$ cat config.mk
export PLATFORM = sky130hd
export DESIGN_NAME = aes_uart_cmd_ctrl
export DESIGN_NICKNAME = d
export VERILOG_FILES = /design/src/rtl/aes_uart_cmd_ctrl.sv
export SDC_FILE = /design/constraint.sdc
export NUM_CORES = 1
export LEC_CHECK = 0
export CAP_MARGIN = 20
export CELL_PAD_IN_SITES_DETAIL_PLACEMENT = 1
export CELL_PAD_IN_SITES_GLOBAL_PLACEMENT = 1
export CORE_MARGIN = 2
export CORE_UTILIZATION = 45
export DETAILED_ROUTE_END_ITERATION = 10
export PLACE_DENSITY = 0.9
export SKIP_LAST_GASP = 1
export SYNTH_ARGS = -nofsm -noshare
export SYNTH_HDL_FRONTEND = slang
export SYNTH_SLANG_ARGS = --single-unit
$ cat constraint.sdc
create_clock -name CLK -period 57.2 [get_ports CLK]
set_input_delay 11.44 -clock CLK [delete_from_list [all_inputs] [get_ports CLK]]
set_output_delay 11.44 -clock CLK [all_outputs]
set_load 0.05 [all_outputs]
$ cat src/rtl/aes_uart_cmd_ctrl.sv
// aes_uart_cmd_ctrl: parses framed host commands (key load / encrypt) from the UART byte
//   stream, drives the AES key-load and encrypt handshakes and returns the result bytes.
// Latency: 16th frame byte to KDRDY_AES/EN_AES is 2 cycles with BUSY_AES low; DVLD_AES to first TX_VLD is 1 cycle.
// Backpressure: TX_VLD holds with TX_DATA stable until TX_RDY; RX bytes outside IDLE/RX_* are dropped.
// Ports: RX_DATA/RX_VLD host bytes in; TX_DATA/TX_VLD/TX_RDY host bytes out;
//   KIN_AES/DIN_AES/KDRDY_AES/EN_AES to the core; BUSY_AES/KVLD_AES/DVLD_AES/DOUT_AES from the core;
//   CTRL_BSY high whenever the controller is not idle.
module aes_uart_cmd_ctrl #(
  parameter int unsigned TIMEOUT  = 1_000_000,
  parameter logic [7:0]  CMD_KEY  = 8'h4B,
  parameter logic [7:0]  CMD_ENC  = 8'h50,
  parameter logic [7:0]  ERR_BYTE = 8'hEE
) (
  input  logic         CLK,
  input  logic         RST,
  input  logic [7:0]   RX_DATA,
  input  logic         RX_VLD,
  output logic [7:0]   TX_DATA,
  output logic         TX_VLD,
  input  logic         TX_RDY,
  output logic [127:0] KIN_AES,
  output logic [127:0] DIN_AES,
  output logic         KDRDY_AES,
  output logic         EN_AES,
  input  logic         BUSY_AES,
  input  logic         KVLD_AES,
  input  logic         DVLD_AES,
  input  logic [127:0] DOUT_AES,
  output logic         CTRL_BSY
);

  localparam int TW = $clog2(TIMEOUT + 1);
  localparam logic [TW-1:0] TMO_LAST = TW'(TIMEOUT - 1);

  typedef enum logic [2:0] {
    IDLE, RX_KEY, RX_PT, KEY_LOAD, KEY_WAIT, ENC_START, ENC_WAIT, TX
  } state_t;

  state_t         state;
  logic [3:0]     rx_cnt;
  logic [119:0]   rx_sr;     // only the 15 bytes already received need storing
  logic [119:0]   tx_sr;     // bytes still to be presented after the one on TX_DATA
  logic [4:0]     tx_left;   // bytes remaining including the one on TX_DATA
  logic [TW-1:0]  tmo_cnt;
  logic           key_vld;

  // Full 128-bit word as it would stand after accepting the current byte.
  logic [127:0]   rx_word;
  assign rx_word  = {rx_sr, RX_DATA};
  assign CTRL_BSY = (state != IDLE);

  always_ff @(posedge CLK or posedge RST) begin
    if (RST) begin
      state     <= IDLE;
      rx_cnt    <= '0;
      rx_sr     <= '0;
      tx_sr     <= '0;
      tx_left   <= '0;
      tmo_cnt   <= '0;
      key_vld   <= 1'b0;
      TX_DATA   <= '0;
      TX_VLD    <= 1'b0;
      KIN_AES   <= '0;
      DIN_AES   <= '0;
      KDRDY_AES <= 1'b0;
      EN_AES    <= 1'b0;
    end else begin
      // Handshake strobes are single-cycle by construction.
      KDRDY_AES <= 1'b0;
      EN_AES    <= 1'b0;
      if (KVLD_AES) key_vld <= 1'b1;

      case (state)
        IDLE: begin
          if (RX_VLD) begin
            rx_cnt <= '0;
            if (RX_DATA == CMD_KEY)      state <= RX_KEY;
            else if (RX_DATA == CMD_ENC) state <= RX_PT;
          end
        end

        RX_KEY, RX_PT: begin
          if (RX_VLD) begin
            rx_sr  <= rx_word[119:0];
            rx_cnt <= rx_cnt + 4'd1;
            if (rx_cnt == 4'd15) begin
              if (state == RX_KEY) begin
                KIN_AES <= rx_word;
                state   <= KEY_LOAD;
              end else begin
                DIN_AES <= rx_word;
                if (key_vld) begin
                  state <= ENC_START;
                end else begin
                  // No key loaded: answer with the error byte instead of encrypting.
                  TX_DATA <= ERR_BYTE;
                  TX_VLD  <= 1'b1;
                  tx_left <= 5'd1;
                  state   <= TX;
                end
              end
            end
          end
        end

        KEY_LOAD: begin
          if (!BUSY_AES) begin
            KDRDY_AES <= 1'b1;
            tmo_cnt   <= '0;
            state     <= KEY_WAIT;
          end
        end

        KEY_WAIT: begin
          if (KVLD_AES) begin
            TX_DATA <= CMD_KEY;
            TX_VLD  <= 1'b1;
            tx_left <= 5'd1;
            state   <= TX;
          end else if (tmo_cnt == TMO_LAST) begin
            // A key that never finished expanding cannot be trusted.
            key_vld <= 1'b0;
            TX_DATA <= ERR_BYTE;
            TX_VLD  <= 1'b1;
            tx_left <= 5'd1;
            state   <= TX;
          end else begin
            tmo_cnt <= tmo_cnt + TW'(1);
          end
        end

        ENC_START: begin
          if (!BUSY_AES) begin
            EN_AES  <= 1'b1;
            tmo_cnt <= '0;
            state   <= ENC_WAIT;
          end
        end

        ENC_WAIT: begin
          // Result arriving on the timeout cycle still counts as success.
          if (DVLD_AES) begin
            TX_DATA <= DOUT_AES[127:120];
            tx_sr   <= DOUT_AES[119:0];
            TX_VLD  <= 1'b1;
            tx_left <= 5'd16;
            state   <= TX;
          end else if (tmo_cnt == TMO_LAST) begin
            TX_DATA <= ERR_BYTE;
            TX_VLD  <= 1'b1;
            tx_left <= 5'd1;
            state   <= TX;
          end else begin
            tmo_cnt <= tmo_cnt + TW'(1);
          end
        end

        TX: begin
          if (TX_VLD && TX_RDY) begin
            if (tx_left == 5'd1) begin
              TX_VLD <= 1'b0;
              state  <= IDLE;
            end else begin
              TX_DATA <= tx_sr[119:112];
              tx_sr   <= {tx_sr[111:0], 8'h00};
              tx_left <= tx_left - 5'd1;
            end
          end
        end

        default: state <= IDLE;
      endcase
    end
  end

endmodule

==> results of run 1 <==
==> cell families (layout without fill, tap and decap cells) <==
family	count (synthesis)	count (layout)
buf+inv	111	541
compound gates	214	214
other cells	0	1
xor+xnor	10	10
flops	540	540
simple gates	249	249
mux	489	489
fa+ha+maj	5	5
==> power groups by stage <==
stage / logic, uW / registers, uW / clock network [uW]
after floorplan: 199 / 490 / 0
after global placement: 247 / 491 / 0
after detailed placement: 263 / 496 / 0
after CTS: 270 / 492 / 391
after global routing: 298 / 499 / 406
final: 271 / 493 / 384
==> critical path: stages <==
cell and delay (ns):
clkdlybuf4s50_1 0.47, and4_1 0.32, nand3_4 0.68, buf_4 0.90, mux2_2 0.43
==> metrics by stage <==
step                util [%]  setup WS, ns  cells  power [uW]  instance area, um^2
finish                 58.72         43.28   2671        1148                28560
CTS                    58.60         43.27   2668        1153                28510
floorplan                  -         30.67   1618       688.3                22050
global placement       54.65         42.79   2566       738.5                26580
detailed placement     54.65         42.69   2566       758.8                26580
global route           58.71         43.20   2670        1203                28560
==> layout make-up <==
cell class | count | share of cell area (%)
multi-input combinational | 967 | 28.02
antenna | 1 | 0.008760
timing repair buffer | 426 | 15.02
inverter | 13 | 0.1971
sequential | 540 | 47.31
clock buffer | 79 | 5.664
tap | 622 | 2.724
clock inverter | 23 | 1.069
==> state kept, by name (all words and copies together) (netlist names) <==
signal,count
TX_DATA,8
tx_sr,120
state,3
TX_VLD,1
tmo_cnt,20
rx_cnt,4
KIN_AES,128
tx_left,5
DIN_AES,128
KDRDY_AES,1
key_vld,1
EN_AES,1
rx_sr,120
==> worst max path at each step <==
| stage | slack [ns] | start | cells past startpoint | to |
|---|---|---|---|---|
| after floorplan | 30.67 | RST | 1 | DIN_AES[0]$_DFFE_PP0P_ |
| after global placement | 42.79 | RX_VLD | 5 | DIN_AES[7]$_DFFE_PP0P_ |
| after detailed placement | 42.69 | DVLD_AES | 5 | tx_sr[103]$_DFFE_PP0P_ |
| after CTS | 43.27 | DVLD_AES | 6 | tx_sr[57]$_DFFE_PP0P_ |
| after global routing | 43.20 | RX_VLD | 5 | DIN_AES[22]$_DFFE_PP0P_ |
| final | 43.28 | RX_VLD | 5 | DIN_AES[22]$_DFFE_PP0P_ |
==> placed cells by master, fill, tap and decap left out, types with 4 or more instances in the layout <==
master,n
bufinv_16,6
inv_1,12
dfrtp_1,540
o21ai_1,91
clkbuf_1,10
xor2_1,9
o31ai_1,6
or3_1,8
and3_1,8
nand2_1,152
o2bb2ai_1,4
clkdlybuf4s50_1,410
o2111ai_1,4
clkbuf_16,56
nand3_1,10
clkbuf_8,13
o21ai_0,50
clkinv_2,11
o211ai_1,5
a31oi_1,10
ha_1,4
nor3_1,5
nor2_1,22
mux2_2,376
mux2i_1,113
nand4_1,6
a21oi_1,16
buf_4,12
==> metal layers <==
| layer | vias to the layer above | routed length, um | GRT usage [%] |
|---|---|---|---|
| li1 | 6518 | - | - |
| met1 | 7754 | 26300 | 31.18 |
| met2 | 429 | 36980 | 49.83 |
| met3 | 135 | 4524 | 7.484 |
| met4 | 14 | 2368 | 9.293 |
| met5 | - | 83 | 0 |
==> impl_metrics.py, run 1 <==
metrics = {
    "sta": {
        "final_period_utilization_pct": 24.34,
        "maxSlewHeadroom_pct": 29.67,
        "rsz0062_at_grt": "no",
        "tns_ns": 0,
        "fmax_mhz": 71.83,
        "fin_hold_ws_ns": 0.4778,
        "final_number_of_max_transition_violations": 0,
        "period_needed_ns": 13.92,
        "worst_slew_pin_slew_ns": 1.055,
        "worst_skew_ns": 0.02485,
        "setup_failing_eps_final": 0,
        "finalHoldViolations": 0,
    },
    "cts": {
        "cts.sinks": 540,
        "clockRootBuffer": "clkbuf_16",
        "cts_buffers": 56,
        "tritoncts": "built",
        "cts_resized": 0,
        "cts_buffer_depth": 3,
        "post-cts-setup-buffer-count": 0,
        "worst_skew_pair.late_latency_ns": 0.62,
        "h-tree-depth": 2,
        "clkSlewWorstSetupHoldPaths_ns": 0.06,
        "hold_buffers": 0,
    },
    "yosys": {
        "synth_top_cell_area_share_pct": 61.29,
        "synthMostInstantiatedCell": "dfrtp_1",
        "synth.ff_latch_count": 540,
        "netlist_instances": 1618,
        "syn-num-nets": 1765,
        "seq_area_frac_synth_pct": 61.29,
        "synth_async_sr_flop_share_pct": 100.0,
        "yosysTopAreaCell": "dfrtp_1",
        "syn-mean-instance-area_um2": 13.63,
        "yosys-top-cells-area": "dfrtp_1, mux2_2, mux2i_1, nand2_1, o21ai_1",
        "synth_enable_flop_cells": 0,
        "yosys.area_share.xor_xnor_pct": 0.3973,
        "ys.flop_type": "dfrtp_1",
        "ys_types": 65,
        "synth_top_family_by_area": "multiplexers",
        "synth_area_um2": 22050,
        "post_synth_fa_ha_maj_area_fraction_pct": 0.2724,
        "synth_top_cells_by_count": "dfrtp_1, mux2_2, nand2_1",
        "synth_compound_area_share_pct": 5.635,
        "post_synth_and_or_nand_nor_area_fraction_pct": 5.425,
        "yosysWarningCount": 0,
        "post_synth_mux_area_share_pct": 24.33,
    },
    "setup_path": {
        "regToRegEndpoint": "tx_sr[60]$_DFFE_PP0P_",
        "setup.worst_path.class": "input port to flip-flop",
        "data_required_time_of_the_critical_path_ns": 57.68,
        "worst-r2r-setup-slack_ns": 53.84,
        "cp.arrival_ns": 14.40,
        "worst_setup_end_kind": "flip-flop",
        "reg2reg_depth": 6,
        "timing.rr.start": "state[1]$_DFFE_PP0P_",
        "worst-path-max-fanout": 69,
        "critical_path_start_type": "input port",
    },
    "drt": {
        "first_pass_iters": 4,
        "detail-route-antenna-nets": 0,
        "routedWlPerCell_um": 26.30,
        "vias": 14850,
        "total_wire_length_um": 70260,
        "drt_drc_violations_left": 0,
        "detail_route.vias_per_cell": 5.560,
        "detail_route.iter0.violations": 908,
    },
    "pwr": {
        "power.sequential.fraction_pct": 42.9,
        "switching_share_pct": 32.37,
        "vdd_drop_max_mv": 0.02513,
        "power.clock.fraction_pct": 33.4,
        "power.net_switching_uw": 371.5,
        "cell_internal_pwr_uw": 776.1,
        "leak_uw": 0.01398,
        "power_density_nw_per_um2": 40.17,
        "p_comb_share_pct": 23.6,
    },
    "placed_design": {
        "port-buffer-count": 410,
        "place.gp.congestion": 0.8409,
        "dp.final_hpwl_um": 44670,
    },
    "floorplanning": {
        "die-height_um": 225.3,
        "num_rows": 81,
        "die_w_um": 225.3,
        "initial_utilization_pct": 45.32,
        "dieArea_um2": 50780,
        "core_area_um2": 48650,
        "count_of_boundary_i_o_pins": 411,
    },
    "global_routing": {
        "antenna_found_initial": 7,
        "grt_first_pass_wirelength_um": 105700,
        "grt.overflow.total": 0,
        "grt_max_degree": 188,
        "global_route_usage_over_all_layers_pct": 27.50,
        "first_global_vias": 16580,
    },
    "min_path": {
        "hold_path_depth": 2,
        "worstHoldStart": "tx_sr[92]$_DFFE_PP0P_",
        "end_point_of_the_worst_hold_path": "tx_sr[92]$_DFFE_PP0P_",
        "worst_hold_path_type": "flip-flop to flip-flop",
    },
    "outcome": {
        "status": "completed",
    },
    "final_layout": {
        "sequential_area_um2": 13510,
        "final.fill_count": 4648,
        "multiInputGateArea_um2": 8003,
        "nNetsFinal": 2151,
        "layout_cells_sized_above_1_pct": 24.56,
        "synthesis_to_layout_area_growth_pct": 29.56,
    },
    "run": {
        "timing.max_cap.violations": 0,
    },
}
Note: power is estimated with default switching activity, not from simulation.
==> inputs of run 2 (changes only) <==
Settings changed: CORE_UTILIZATION 45 to 43, PLACE_DENSITY 0.9 to 0.87.
Clock period 57.2 ns to 13 ns, I/O delays scaled along.
==> run 2 against run 1 <==
Against the previous run:
- count of clock-buffer cells in the layout is 10 higher
- global-route usage shrank 3.6 points
- sequential share of layout area shrank 0.29 points
- critical path type is now input port to async pin
- routed wire length decreased by 9.7%
- non-clock buffer count rose by 5
- total power grew to 4.4 times the previous value
- worst setup slack worse by 36 ns
- critical path depth unchanged
==> impl_metrics.py, run 2 (synthesized netlist as in run 1, its figures left out) <==
metrics = {
    "global_routing": {
        "grt_first_pass_wirelength_um": 98350,
        "first_global_vias": 16260,
        "grt.overflow.total": 0,
        "global_route_usage_over_all_layers_pct": 23.92,
        "antenna_found_initial": 3,
        "grt_max_degree": 187,
    },
    "placed_design": {
        "dp.final_hpwl_um": 42600,
        "place.gp.congestion": 0.7957,
        "port-buffer-count": 410,
    },
    "cts": {
        "cts_resized": 0,
        "h-tree-depth": 2,
        "worst_skew_pair.late_latency_ns": 0.62,
        "hold_buffers": 0,
        "cts_buffers": 56,
        "clkSlewWorstSetupHoldPaths_ns": 0.06,
        "tritoncts": "built",
        "cts.sinks": 540,
        "cts_buffer_depth": 3,
        "clockRootBuffer": "clkbuf_16",
        "post-cts-setup-buffer-count": 0,
    },
    "setup_path": {
        "timing.critical_path.slowest_stage_cell": "buf_4",
        "path_cells": "clkdlybuf4s50_1 -> clkinvlp_4 -> buf_12 -> buf_4 -> buf_4",
        "worst-path-max-fanout": 186,
        "timing.critical_path.slowest_cell_delay_ns": 0.84,
        "worst_setup_end_kind": "async pin",
        "data_required_time_of_the_critical_path_ns": 13.62,
        "critical_path_start_type": "input port",
        "cp.arrival_ns": 5.96,
        "critPathTopFamily": "buffers and inverters",
        "setup.worst_path.class": "input port to async pin",
        "crit_top_cell": "buf_4",
        "critical_path.n_buffers_inverters": 5,
    },
    "sta": {
        "period_needed_ns": 5.349,
        "tns_ns": 0,
        "final_number_of_max_transition_violations": 0,
        "rsz0062_at_grt": "no",
        "fin_hold_ws_ns": 0.4849,
        "fmax_mhz": 186.9,
        "worst_skew_ns": 0.01891,
        "final_period_utilization_pct": 41.15,
        "worst_slew_pin_slew_ns": 1.099,
        "maxSlewHeadroom_pct": 26.73,
        "finalHoldViolations": 0,
        "setup_failing_eps_final": 0,
    },
    "drt": {
        "total_wire_length_um": 63470,
        "detail_route.vias_per_cell": 5.341,
        "detail_route.iter0.violations": 799,
        "first_pass_iters": 5,
        "vias": 14570,
        "routedWlPerCell_um": 23.27,
        "detail-route-antenna-nets": 0,
        "drt_drc_violations_left": 0,
    },
    "final_layout": {
        "number_of_antenna_repair_diodes": 0,
        "nNetsFinal": 2156,
        "layout.core_utilization_pct": 57.05,
        "layout_cells_sized_above_1_pct": 24.66,
        "synthesis_to_layout_area_growth_pct": 30.36,
        "sequential_area_um2": 13510,
        "final.fill_count": 4870,
        "layout.cells.most_common_list": "dfrtp_1, clkdlybuf4s50_1, mux2_2, nand2_1, mux2i_1",
        "multiInputGateArea_um2": 8003,
        "top_regs": "DIN_AES: 128 flops, KIN_AES: 128 flops",
        "layout_commonest_cell": "dfrtp_1",
    },
    "min_path": {
        "worst_hold_path_type": "flip-flop to flip-flop",
    },
    "floorplanning": {
        "initial_utilization_pct": 43.77,
        "num_rows": 82,
        "count_of_boundary_i_o_pins": 411,
        "die_w_um": 230.4,
        "core_area_um2": 50380,
        "dieArea_um2": 53100,
        "die-height_um": 230.4,
    },
    "pwr": {
        "leak_uw": 0.01403,
        "vdd_drop_max_mv": 0.1436,
        "power_density_nw_per_um2": 176.8,
    },
    "run": {
        "timing.max_cap.violations": 0,
    },
    "outcome": {
        "status": "completed",
    },
}
run 2: changes by cell type in the layout (fill, tap and decap cells not counted), sizes merged:
| cell | change |
|---|---|
| buf | +5 |
| bufinv | +1 |
| clkbuf | +10 |
| clkinv | -4 |
| diode | -1 |
| inv | -4 |
run 2: layout make-up:
cell class,instances,area share [%]
inverters,13,0.1828
repair buffers,431,15.01
clock inverters,16,1.014
well taps,672,2.925
clock buffers,89,6.008
flip-flops and latches,540,47.02
multi-input cells,967,27.84
run 2: report_power, final:
group	total [uW]	switching, uW	internal [uW]
combinational	1180	703	478
sequential	2170	218	1950
clock	1730	682	1050
run 2: worst paths after layout:
| path | from | endpoint | slack (ns) | cells after the start |
|---|---|---|---|---|
| max | RST | DIN_AES[114]$_DFFE_PP0P_ | 7.65 | 5 |
| min in group asynchronous | RST | tx_sr[72]$_DFFE_PP0P_ | 2.45 | 2 |
| max reg2reg | rx_cnt[0]$_DFFE_PP0P_ | DIN_AES[108]$_DFFE_PP0P_ | 9.59 | 6 |
| min | tx_sr[83]$_DFFE_PP0P_ | tx_sr[83]$_DFFE_PP0P_ | 0.48 | 2 |
| min reg2reg | tx_sr[83]$_DFFE_PP0P_ | tx_sr[83]$_DFFE_PP0P_ | 0.48 | 2 |
| max in group CLK | RX_VLD | DIN_AES[108]$_DFFE_PP0P_ | 7.78 | 6 |
run 2: per-layer routing:
layer	track usage [%]	share of wire, %	routed length, um
met1	28.82	40	25330
met5	0	0.038	24
met2	43.14	52	33010
met3	5.089	5.6	3561
met4	6.714	2.4	1541
run 2: worst min-delay path: stages (launching register included):
cell and delay [ns]:
dfrtp_1 0.34, nand2_1 0.05, o21ai_0 0.06
run 2: through the flow:
stage               cells  total power [uW]  instance area, um^2  setup slack, ns
CTS                  2726              5126                28690            7.509
global placement     2621              3271                26670            7.028
finish               2728              5083                28740            7.651
global route         2728              5354                28740            7.191
detailed placement   2621              3358                26670            6.847
floorplan            1618              3029                22050            3.056
==> inputs of run 3 (changes only) <==
Settings changed: CORE_UTILIZATION 43 to 38, PLACE_DENSITY 0.87 to 0.82.
Clock period 13 ns to 4.69 ns, I/O delays scaled along.
==> run 3 against run 2 <==
Against the previous run:
- global-route usage down 3.3 points
- combinational power rose to 2.7 times the previous value
- clock power rose to 2.7 times the previous value
- non-clock buffer count up 7
- sequential share of layout area down 0.33 points
- worst hold slack worse by 0.0066 ns
- worst setup slack worse by 6.5 ns
- design area up 0.71%
- die area up 13%
- largest cell class unchanged
- clock skew up 0.021 ns
- sequential power rose to 2.8 times the previous value
- final cell count up 3.6%
==> impl_metrics.py, run 3 (synthesized netlist as in run 1, its figures left out) <==
metrics = {
    "drt": {
        "routedWlPerCell_um": 21.91,
        "first_pass_iters": 4,
        "detail_route.vias_per_cell": 5.123,
        "detail_route.iter0.violations": 585,
        "drt_drc_violations_left": 0,
        "vias": 14480,
        "total_wire_length_um": 61910,
        "detail-route-antenna-nets": 0,
    },
    "cts": {
        "post-cts-setup-buffer-count": 0,
        "worst_skew_pair.late_latency_ns": 0.62,
        "h-tree-depth": 2,
        "clkSlewWorstSetupHoldPaths_ns": 0.06,
        "clockRootBuffer": "clkbuf_16",
        "tritoncts": "built",
        "cts.sinks": 540,
        "hold_buffers": 0,
        "cts_buffers": 56,
        "cts_resized": 0,
        "cts_buffer_depth": 3,
    },
    "setup_path": {
        "timing.critical_path.slowest_stage_cell": "clkdlybuf4s50_1",
        "critPathTopFamily": "buffers and inverters",
        "critical_path_start_type": "flip-flop",
        "worst-path-max-fanout": 17,
        "critical_path.n_buffers_inverters": 2,
        "setup.worst_path.class": "flip-flop to primary output",
        "cp.arrival_ns": 2.65,
        "worst_setup_end_kind": "primary output",
        "timing.critical_path.slowest_cell_delay_ns": 0.83,
        "path_cells": "buf_4 -> or3_1 -> clkdlybuf4s50_1",
        "data_required_time_of_the_critical_path_ns": 3.75,
    },
    "sta": {
        "fmax_mhz": 278.7,
        "setup_failing_eps_final": 0,
        "final_number_of_max_transition_violations": 0,
        "maxSlewHeadroom_pct": 33.66,
        "final_period_utilization_pct": 76.49,
        "worst_skew_ns": 0.04023,
        "finalHoldViolations": 0,
        "fin_hold_ws_ns": 0.4782,
        "worst_slew_pin_slew_ns": 0.9951,
        "rsz0062_at_grt": "no",
        "period_needed_ns": 3.588,
    },
    "run": {
        "timing.max_cap.violations": 0,
    },
    "global_routing": {
        "grt_max_degree": 108,
        "grt.met1_usage_pct": 24.40,
        "use_met2_pct": 36.47,
        "grt.met3_usage_pct": 5.172,
        "antenna_found_initial": 6,
        "global_route_usage_over_all_layers_pct": 20.62,
        "grt.overflow.total": 0,
        "first_global_vias": 16210,
        "grt-busiest-layer": "met2",
        "grt_first_pass_wirelength_um": 96410,
    },
    "placed_design": {
        "place_inst": 2723,
        "dp.final_hpwl_um": 42550,
        "place.gp.congestion": 0.7970,
        "port-buffer-count": 410,
    },
    "floorplanning": {
        "count_of_boundary_i_o_pins": 411,
        "dieArea_um2": 59960,
        "num_rows": 88,
        "initial_utilization_pct": 38.36,
        "die-height_um": 244.9,
        "die_w_um": 244.9,
        "core_area_um2": 57480,
    },
    "min_path": {
        "worst_hold_path_type": "flip-flop to flip-flop",
    },
    "final_layout": {
        "top_regs": "DIN_AES: 128 flops, KIN_AES: 128 flops",
        "layout_cells_sized_above_1_pct": 25.05,
        "fin_cells": 2826,
        "layout.cells.most_common_list": "dfrtp_1, clkdlybuf4s50_1, mux2_2, nand2_1, mux2i_1",
        "nNetsFinal": 2163,
        "layout_commonest_cell": "dfrtp_1",
        "synthesis_to_layout_area_growth_pct": 31.29,
    },
    "outcome": {
        "status": "completed",
    },
    "pwr": {
        "power_density_nw_per_um2": 480.7,
        "finalPower_uw": 13910,
        "leak_uw": 0.01408,
        "vdd_drop_max_mv": 0.3397,
    },
}
## run 3: final cells by class
class / count / area [um^2]
Fill cell: 5734 / 28530
Sequential cell: 540 / 13510
Timing Repair Buffer: 438 / 4477
Inverter: 13 / 52.55
Multi-Input combinational cell: 967 / 8003
Clock inverter: 22 / 300.3
Clock buffer: 80 / 1642
Antenna cell: 1 / 2.502
Tap cell: 765 / 957.2
## run 3: metal layers
layer | vias up | routed length, um
li1 | 6544 | -
met1 | 7437 | 24930
met2 | 369 | 31370
met3 | 118 | 3638
met4 | 10 | 1906
met5 | - | 66
## run 3: power by group
group	total [uW]	switching, uW	leakage [uW]	internal (uW)
registers	6030	615	0.00729	5410
logic	3220	1880	0.00583	1330
clock network	4670	1910	0.000967	2760
## run 3: per-stage QoR
stage	TNS, ns	setup slack (ns)	cell area [um^2]	utilization (%)
after global routing	0	0.9889	28950	50.36
after CTS	0	1.084	28940	50.36
after floorplan	-1939.67	-3.592	22050	-
after global placement	0	1.062	27000	46.98
final	0	1.102	28950	50.36
after detailed placement	0	0.9765	27000	46.98
## run 3: path summary, 6_finish.rpt
kind / startpoint / end / slack [ns] / cells after the start
setup / recovery: state[1]$_DFFE_PP0P_ / CTRL_BSY / 1.10 / 3
hold / removal: tx_sr[87]$_DFFE_PP0P_ / tx_sr[87]$_DFFE_PP0P_ / 0.48 / 2
setup reg to reg: state[1]$_DFFE_PP0P_ / tmo_cnt[9]$_DFFE_PP0P_ / 1.69 / 7
hold reg to reg: tx_sr[87]$_DFFE_PP0P_ / tx_sr[87]$_DFFE_PP0P_ / 0.48 / 2
max in group asynchronous: RST / DIN_AES[112]$_DFFE_PP0P_ / 2.84 / 4
min in group asynchronous: RST / tx_sr[81]$_DFFE_PP0P_ / 0.82 / 2
## run 3: worst min-delay path: cells and delay by family, from the launching register on
kind | cells | cell delay (ns)
AND/OR/NAND/NOR | 1 | 0.04
flip-flops | 1 | 0.34
AO/OA/AOI/OAI | 1 | 0.06
